### config.mk
export PLATFORM = sky130hd
export DESIGN_NAME = am2927_busctl
export DESIGN_NICKNAME = d
export VERILOG_FILES = /design/src/rtl/am2927_busctl.sv
export SDC_FILE = /design/constraint.sdc
export NUM_CORES = 1
export LEC_CHECK = 0
export CAP_MARGIN = 0
export CORE_AREA = 5 5 60 62
export DETAILED_ROUTE_END_ITERATION = 10
export DIE_AREA = 0 0 65 67
export HOLD_SLACK_MARGIN = 0.03
export MAX_ROUTING_LAYER = met4
export PLACE_DENSITY = 0.88
export SLEW_MARGIN = 20
export SYNTH_ARGS = -nofsm -noshare
export SYNTH_HDL_FRONTEND = slang
export SYNTH_SLANG_ARGS = --single-unit
### constraint.sdc
create_clock -name cp -period 3.62 [get_ports cp]
set_clock_uncertainty 0.15 [all_clocks]
set_input_delay 0.724 -clock cp [delete_from_list [all_inputs] [get_ports cp]]
set_output_delay 0.724 -clock cp [all_outputs]
set_load 0.02 [all_outputs]
### src/rtl/am2927_busctl.sv
// am2927_busctl: round-robin transfer sequencer for a shared bus built from
// one am2927 quad bus transceiver slice per port. Arbitrates among requesters,
// then steps the source and destination slices through load, drive and latch.
//
// Ports:
//   cp     clock, rising edge
//   rst    synchronous reset, active-high
//   req    per-port transfer request (level)
//   dst    destination index of port i at dst[i*AW +: AW]
//   gnt    one-hot grant to the current source port
//   busy   high whenever the sequencer is not idle
//   done   one-cycle pulse when a transfer completes
//   err    one-cycle pulse when a self-transfer request is rejected
//   s      am2927 driver-input select per port (0 selects D)
//   endr_  am2927 driver register enable, active-low
//   be_    am2927 bus enable, active-low
//   rle_   am2927 receive latch enable, active-low (low = transparent)
//   oe_    am2927 Y output enable, active-low, held per port
module am2927_busctl #(
    parameter int unsigned AW = 2,
    localparam int unsigned NPORT = 2 ** AW
) (
    input  logic                  cp,
    input  logic                  rst,
    input  logic [NPORT-1:0]      req,
    input  logic [NPORT*AW-1:0]   dst,
    output logic [NPORT-1:0]      gnt,
    output logic                  busy,
    output logic                  done,
    output logic                  err,
    output logic [NPORT-1:0]      s,
    output logic [NPORT-1:0]      endr_,
    output logic [NPORT-1:0]      be_,
    output logic [NPORT-1:0]      rle_,
    output logic [NPORT-1:0]      oe_
);

    typedef enum logic [2:0] {
        IDLE  = 3'd0,
        LOAD  = 3'd1,
        DRIVE = 3'd2,
        LATCH = 3'd3,
        DONE  = 3'd4,
        ERR   = 3'd5
    } state_t;

    state_t          state;
    logic [AW-1:0]   ptr;
    logic [AW-1:0]   src;
    logic [AW-1:0]   dsti;

    logic [AW-1:0]   win_c;
    logic [AW-1:0]   win_dst_c;
    logic [AW-1:0]   idx_c;
    logic            found_c;

    // Round-robin pick: first requesting port at or after ptr, wrapping.
    always_comb begin
        win_c   = '0;
        found_c = 1'b0;
        idx_c   = '0;
        for (int unsigned i = 0; i < NPORT; i++) begin
            idx_c = ptr + AW'(i);
            if (!found_c && req[idx_c]) begin
                win_c   = idx_c;
                found_c = 1'b1;
            end
        end
    end

    assign win_dst_c = dst[32'(win_c) * AW +: AW];

    // Sequencer. Outputs are registered for the state being entered, so each
    // pin pattern is visible for exactly the cycle its state occupies.
    always_ff @(posedge cp) begin
        if (rst) begin
            state <= IDLE;
            ptr   <= '0;
            src   <= '0;
            dsti  <= '0;
            gnt   <= '0;
            busy  <= 1'b0;
            done  <= 1'b0;
            err   <= 1'b0;
            s     <= '0;
            endr_ <= '1;
            be_   <= '1;
            rle_  <= '1;
            oe_   <= '1;
        end else begin
            gnt   <= '0;
            done  <= 1'b0;
            err   <= 1'b0;
            s     <= '0;
            endr_ <= '1;
            be_   <= '1;
            rle_  <= '1;
            busy  <= 1'b1;
            case (state)
                IDLE: begin
                    if (found_c) begin
                        src  <= win_c;
                        dsti <= win_dst_c;
                        if (win_dst_c == win_c) begin
                            state <= ERR;
                            err   <= 1'b1;
                        end else begin
                            state        <= LOAD;
                            gnt[win_c]   <= 1'b1;
                            endr_[win_c] <= 1'b0;
                        end
                    end else begin
                        busy <= 1'b0;
                    end
                end
                LOAD: begin
                    // Driver register has captured D; source stops driving Y.
                    state      <= DRIVE;
                    gnt[src]   <= 1'b1;
                    be_[src]   <= 1'b0;
                    rle_[dsti] <= 1'b0;
                    oe_[src]   <= 1'b1;
                end
                DRIVE: begin
                    // Close the latch while the bus is still driven.
                    state    <= LATCH;
                    gnt[src] <= 1'b1;
                    be_[src] <= 1'b0;
                end
                LATCH: begin
                    state    <= DONE;
                    gnt[src] <= 1'b1;
                    done     <= 1'b1;
                end
                DONE: begin
                    state      <= IDLE;
                    oe_[dsti]  <= 1'b0;
                    ptr        <= src + AW'(1);
                    busy       <= 1'b0;
                end
                ERR: begin
                    state <= IDLE;
                    ptr   <= src + AW'(1);
                    busy  <= 1'b0;
                end
                default: begin
                    state <= IDLE;
                    busy  <= 1'b0;
                end
            endcase
        end
    end

endmodule

==> metrics.txt <==
# TYPE chip_impl_metric gauge
chip_impl_metric{name="syn_to_final_growth",unit="%"} 31.8
chip_impl_metric{name="share_comb_of_total_power",unit="%"} 26.8
chip_impl_metric{name="seqCellArea",unit="sq um"} 641
chip_impl_metric{name="fmax",unit="MHz"} 368
chip_impl_metric{name="power-per-cell-area",unit="mW/mm^2"} 478
chip_impl_metric{name="ant_nets",unit=""} 0
chip_impl_info{name="worst_r2r_startpoint",value="ptr[0]"} 1
chip_impl_info{name="postSynth.topFlopCell",value="dfxtp_1"} 1
chip_impl_metric{name="cts.repair.resized",unit=""} 0
chip_impl_info{name="endpoint_kind",value="flop"} 1
chip_impl_metric{name="place.detailed.instances",unit=""} 220
chip_impl_metric{name="ir_worst_vdd",unit="uV"} 207
chip_impl_metric{name="ffs_latches_synth",unit=""} 32
chip_impl_info{name="status",value="finished clean"} 1
chip_impl_metric{name="power_report.internal_total",unit="uW"} 602
chip_impl_info{name="tritoncts",value="yes"} 1
chip_impl_metric{name="drt_pass1_iterations",unit=""} 4
chip_impl_info{name="timing.critical_path.cells",value="clkdlybuf4s50_1 > nor2_1 > or4b_4 > nand2_2 > mux2i_1 > nand2_1 > or2_2"} 1
chip_impl_metric{name="yosys_warnings",unit=""} 0
chip_impl_info{name="min_from",value="dsti[1]"} 1
chip_impl_info{name="rsz0062_at_grt",value="false"} 1
chip_impl_metric{name="multi_input_area",unit="sq um"} 693
chip_impl_metric{name="gp_congestion",unit=""} 0.944
chip_impl_info{name="hold_path_class",value="flop to flop"} 1
chip_impl_metric{name="timing.final.hold_violations",unit=""} 0
chip_impl_metric{name="critical_path_required",unit="ps"} 3690
chip_impl_metric{name="final-max-slew-violation-count",unit=""} 0
chip_impl_metric{name="tritoncts_buffers",unit=""} 5
chip_impl_metric{name="power.static_leakage",unit="uW"} 0.000689
chip_impl_info{name="startpoint_type",value="primary input"} 1
chip_impl_info{name="yosys-top-cells-count",value="32 x dfxtp_1, 19 x nand2_1, 15 x nor2_1"} 1
chip_impl_metric{name="leftover_overflow_at_the_end_of_global_routing",unit=""} 0
chip_impl_info{name="root_buffer",value="clkbuf_4"} 1
chip_impl_metric{name="sw_frac_of_total",unit="%"} 30.8
chip_impl_metric{name="cts_sinks",unit=""} 32
chip_impl_metric{name="grt_max_degree",unit=""} 19
chip_impl_metric{name="p_clk_share",unit="%"} 25.2
chip_impl_metric{name="antenna-diode-count",unit=""} 0
chip_impl_metric{name="floorplan.initialDensity",unit="%"} 46.3
chip_impl_info{name="crit_start",value="req[3]"} 1
chip_impl_metric{name="h-tree-depth",unit=""} 2
chip_impl_metric{name="post-route-period-util",unit="%"} 75.0
chip_impl_metric{name="synthesis.area_per_instance",unit="sq um"} 8.90
chip_impl_metric{name="cp_num_buf_inv",unit=""} 1
chip_impl_metric{name="drt_iter0_drc",unit=""} 43
chip_impl_metric{name="crit_path_max_incr_delay",unit="ps"} 560
chip_impl_metric{name="share_of_cells_above_drive_strength_1",unit="%"} 7.73
chip_impl_metric{name="route.final.wire_length",unit="microns"} 3010
chip_impl_metric{name="synth-edff-count",unit=""} 0
chip_impl_metric{name="p_sw",unit="uW"} 268
chip_impl_metric{name="avgViaCountPerCell",unit=""} 5.40
chip_impl_info{name="timing.setup.critical_path_class",value="primary input to flop"} 1
chip_impl_metric{name="max_slew_margin_vs_limit",unit="%"} 56.0
chip_impl_metric{name="grt_pass1_vias",unit=""} 1172
chip_impl_metric{name="critPathArrivalTime",unit="ps"} 2780
chip_impl_metric{name="die_area",unit="sq mm"} 0.00436
chip_impl_metric{name="synth_cell_type_count",unit=""} 41
chip_impl_metric{name="worstSkewPairLatency",unit="ps"} 330
chip_impl_metric{name="grt_first_pass_wirelength",unit="microns"} 5130
chip_impl_metric{name="nNetsFinal",unit=""} 212
chip_impl_metric{name="worst-slew-pin-transition",unit="ps"} 658
chip_impl_metric{name="placeableCoreArea",unit="sq mm"} 0.00298
chip_impl_metric{name="clkTransAtPathRegs",unit="ps"} 90
chip_impl_metric{name="number_of_cells_traversed_by_the_worst_register_to_register_path",unit=""} 6
chip_impl_metric{name="drc",unit=""} 0
chip_impl_info{name="crit_path_top_delay_cell",value="or4b_4"} 1
chip_impl_metric{name="post_synth_inst_count",unit=""} 155
chip_impl_metric{name="dr_total_vias",unit=""} 1225
chip_impl_metric{name="floorplan.rows",unit=""} 20
chip_impl_metric{name="die-height",unit="microns"} 67
chip_impl_info{name="timing.critical_path.max_delay_family",value="simple AND/OR/NAND/NOR gates"} 1
chip_impl_metric{name="floorplan.die.width",unit="microns"} 65
chip_impl_metric{name="min_clock_period_post_route",unit="ps"} 2720
chip_impl_info{name="yosysMostFrequentCell",value="dfxtp_1"} 1
chip_impl_metric{name="setup_tns",unit="ps"} 0
chip_impl_metric{name="max_cap_violations",unit=""} 0
chip_impl_metric{name="ios",unit=""} 41
chip_impl_metric{name="final_core_util",unit="%"} 61.1
chip_impl_metric{name="timing.reg2reg.setup_slack",unit="ps"} 1470
chip_impl_metric{name="filler_cell_count",unit=""} 268
chip_impl_metric{name="crit_cells",unit=""} 7
chip_impl_info{name="worst_setup_path_endpoint",value="endr_[0]"} 1
chip_impl_metric{name="buffer_ports.inserted",unit=""} 36
chip_impl_metric{name="synth_top_area_share",unit="%"} 46.4
chip_impl_info{name="crit-reg2reg-capture",value="endr_[0]"} 1
chip_impl_metric{name="ctsLongestPathBuffers",unit=""} 2
chip_impl_metric{name="syn-cell-area",unit="sq mm"} 0.00138
chip_impl_metric{name="seq_power_share",unit="%"} 48.1
chip_impl_info{name="cell_type_contributing_the_most_total_cell_area_after_synthesis",value="dfxtp_1"} 1
chip_impl_metric{name="grt_antenna_before_repair",unit=""} 0
chip_impl_metric{name="yosysSeqAreaShare",unit="%"} 46.4
chip_impl_metric{name="setup_viol_count_final",unit=""} 0
chip_impl_metric{name="dp.final_hpwl",unit="microns"} 2320
chip_impl_metric{name="post_cts_hold_buffer_count",unit=""} 0
chip_impl_metric{name="wl_per_cell",unit="microns"} 13.2
chip_impl_info{name="synthTopCellsByArea",value="dfxtp_1 46%, nand2_1 5.2%, nor2_1 4.1%"} 1
chip_impl_metric{name="timing.critical_path.fanout_max",unit=""} 6
chip_impl_metric{name="instances_no_fill",unit=""} 227
chip_impl_metric{name="async_flop_share",unit="%"} 0
chip_impl_metric{name="grt.total_usage",unit="%"} 15.9
chip_impl_metric{name="post-cts-setup-buffers",unit=""} 0
-- cell usage in the layout (no fill, tap or decap), types with 3 or more instances in the layout --
master / n
nor2b_1: 6
inv_1: 3
nand2b_1: 3
o21ai_0: 7
nor2_1: 15
a221o_1: 4
nand3_1: 5
dfxtp_1: 32
a21oi_1: 5
conb_1: 4
nor3_1: 6
nand3b_1: 4
or2_2: 4
clkbuf_4: 5
clkdlybuf4s50_1: 36
a211oi_1: 3
ha_1: 4
nand2_1: 19
-- area by class of cell --
| type | count | area share (%) |
|---|---|---|
| multi-input cells | 115 | 38.1 |
| flip-flops and latches | 32 | 35.2 |
| repair buffers | 37 | 20.2 |
| clock buffers | 7 | 3.58 |
| well taps | 33 | 2.27 |
| inverters | 3 | 0.619 |
-- state kept, by name (all words and copies together), names as in the netlist --
register	flops
state	3
gnt	4
done	1
rle_	4
src	2
ptr	2
err	1
dsti	2
busy	1
endr_	4
be_	4
oe_	4
-- logic make-up after synthesis --
logic type / Yosys count / synth area share, %
buf+inv: 11 / 4.17
compound gates: 30 / 15.1
other cells: 1 / 0.272
mux: 2 / 1.45
simple gates: 74 / 28.3
flops: 32 / 46.4
xor+xnor: 1 / 0.635
fa+ha+maj: 4 / 3.63
-- routing by layer --
layer / track usage (%) / routed length (microns) / part of all wire [%] / up-vias
met3: 4.22 / 224 / 7.5 / 10
met4: 9.50 / 89 / 3.0 / 0
met1: 17.3 / 1270 / 42 / 557
met2: 26.2 / 1420 / 47 / 39
li1: - / - / - / 619
met5: - / 0 / 0 / -
-- metrics by stage --
step,worst slack [ps],power (uW),hold slack (ps),cell area (sq um)
floorplan,1200,570,266,1390
global placement,651,653,301,1750
detailed placement,582,659,307,1750
CTS,940,879,333,1820
global route,797,929,361,1820
finish,905,870,338,1820
-- worst register-to-register path: stages, from the launching register on --
cell	delay [ps]
dfxtp_1	390
nor2b_1	110
or4b_4	580
nand2_2	150
mux2i_1	260
nand2_1	90
or2_2	310
-- power by group through the flow --
stage / Combinational [uW] / Sequential [uW] / Clock, uW
after floorplan: 128 / 442 / 0
after global placement: 228 / 425 / 0
after detailed placement: 232 / 427 / 0
after CTS: 234 / 418 / 226
after global routing: 258 / 424 / 246
final: 233 / 418 / 219
-- how the worst min path moves through the flow --
stage / endpoint / slack, ps / cells after the start
after floorplan: rle_[3] / 270 / 1
after global placement: rle_[3] / 300 / 1
after detailed placement: rle_[3] / 310 / 1
after CTS: rle_[3] / 330 / 1
after global routing: rle_[3] / 360 / 1
final: rle_[3] / 340 / 1
(Power assumes the default switching activity.)
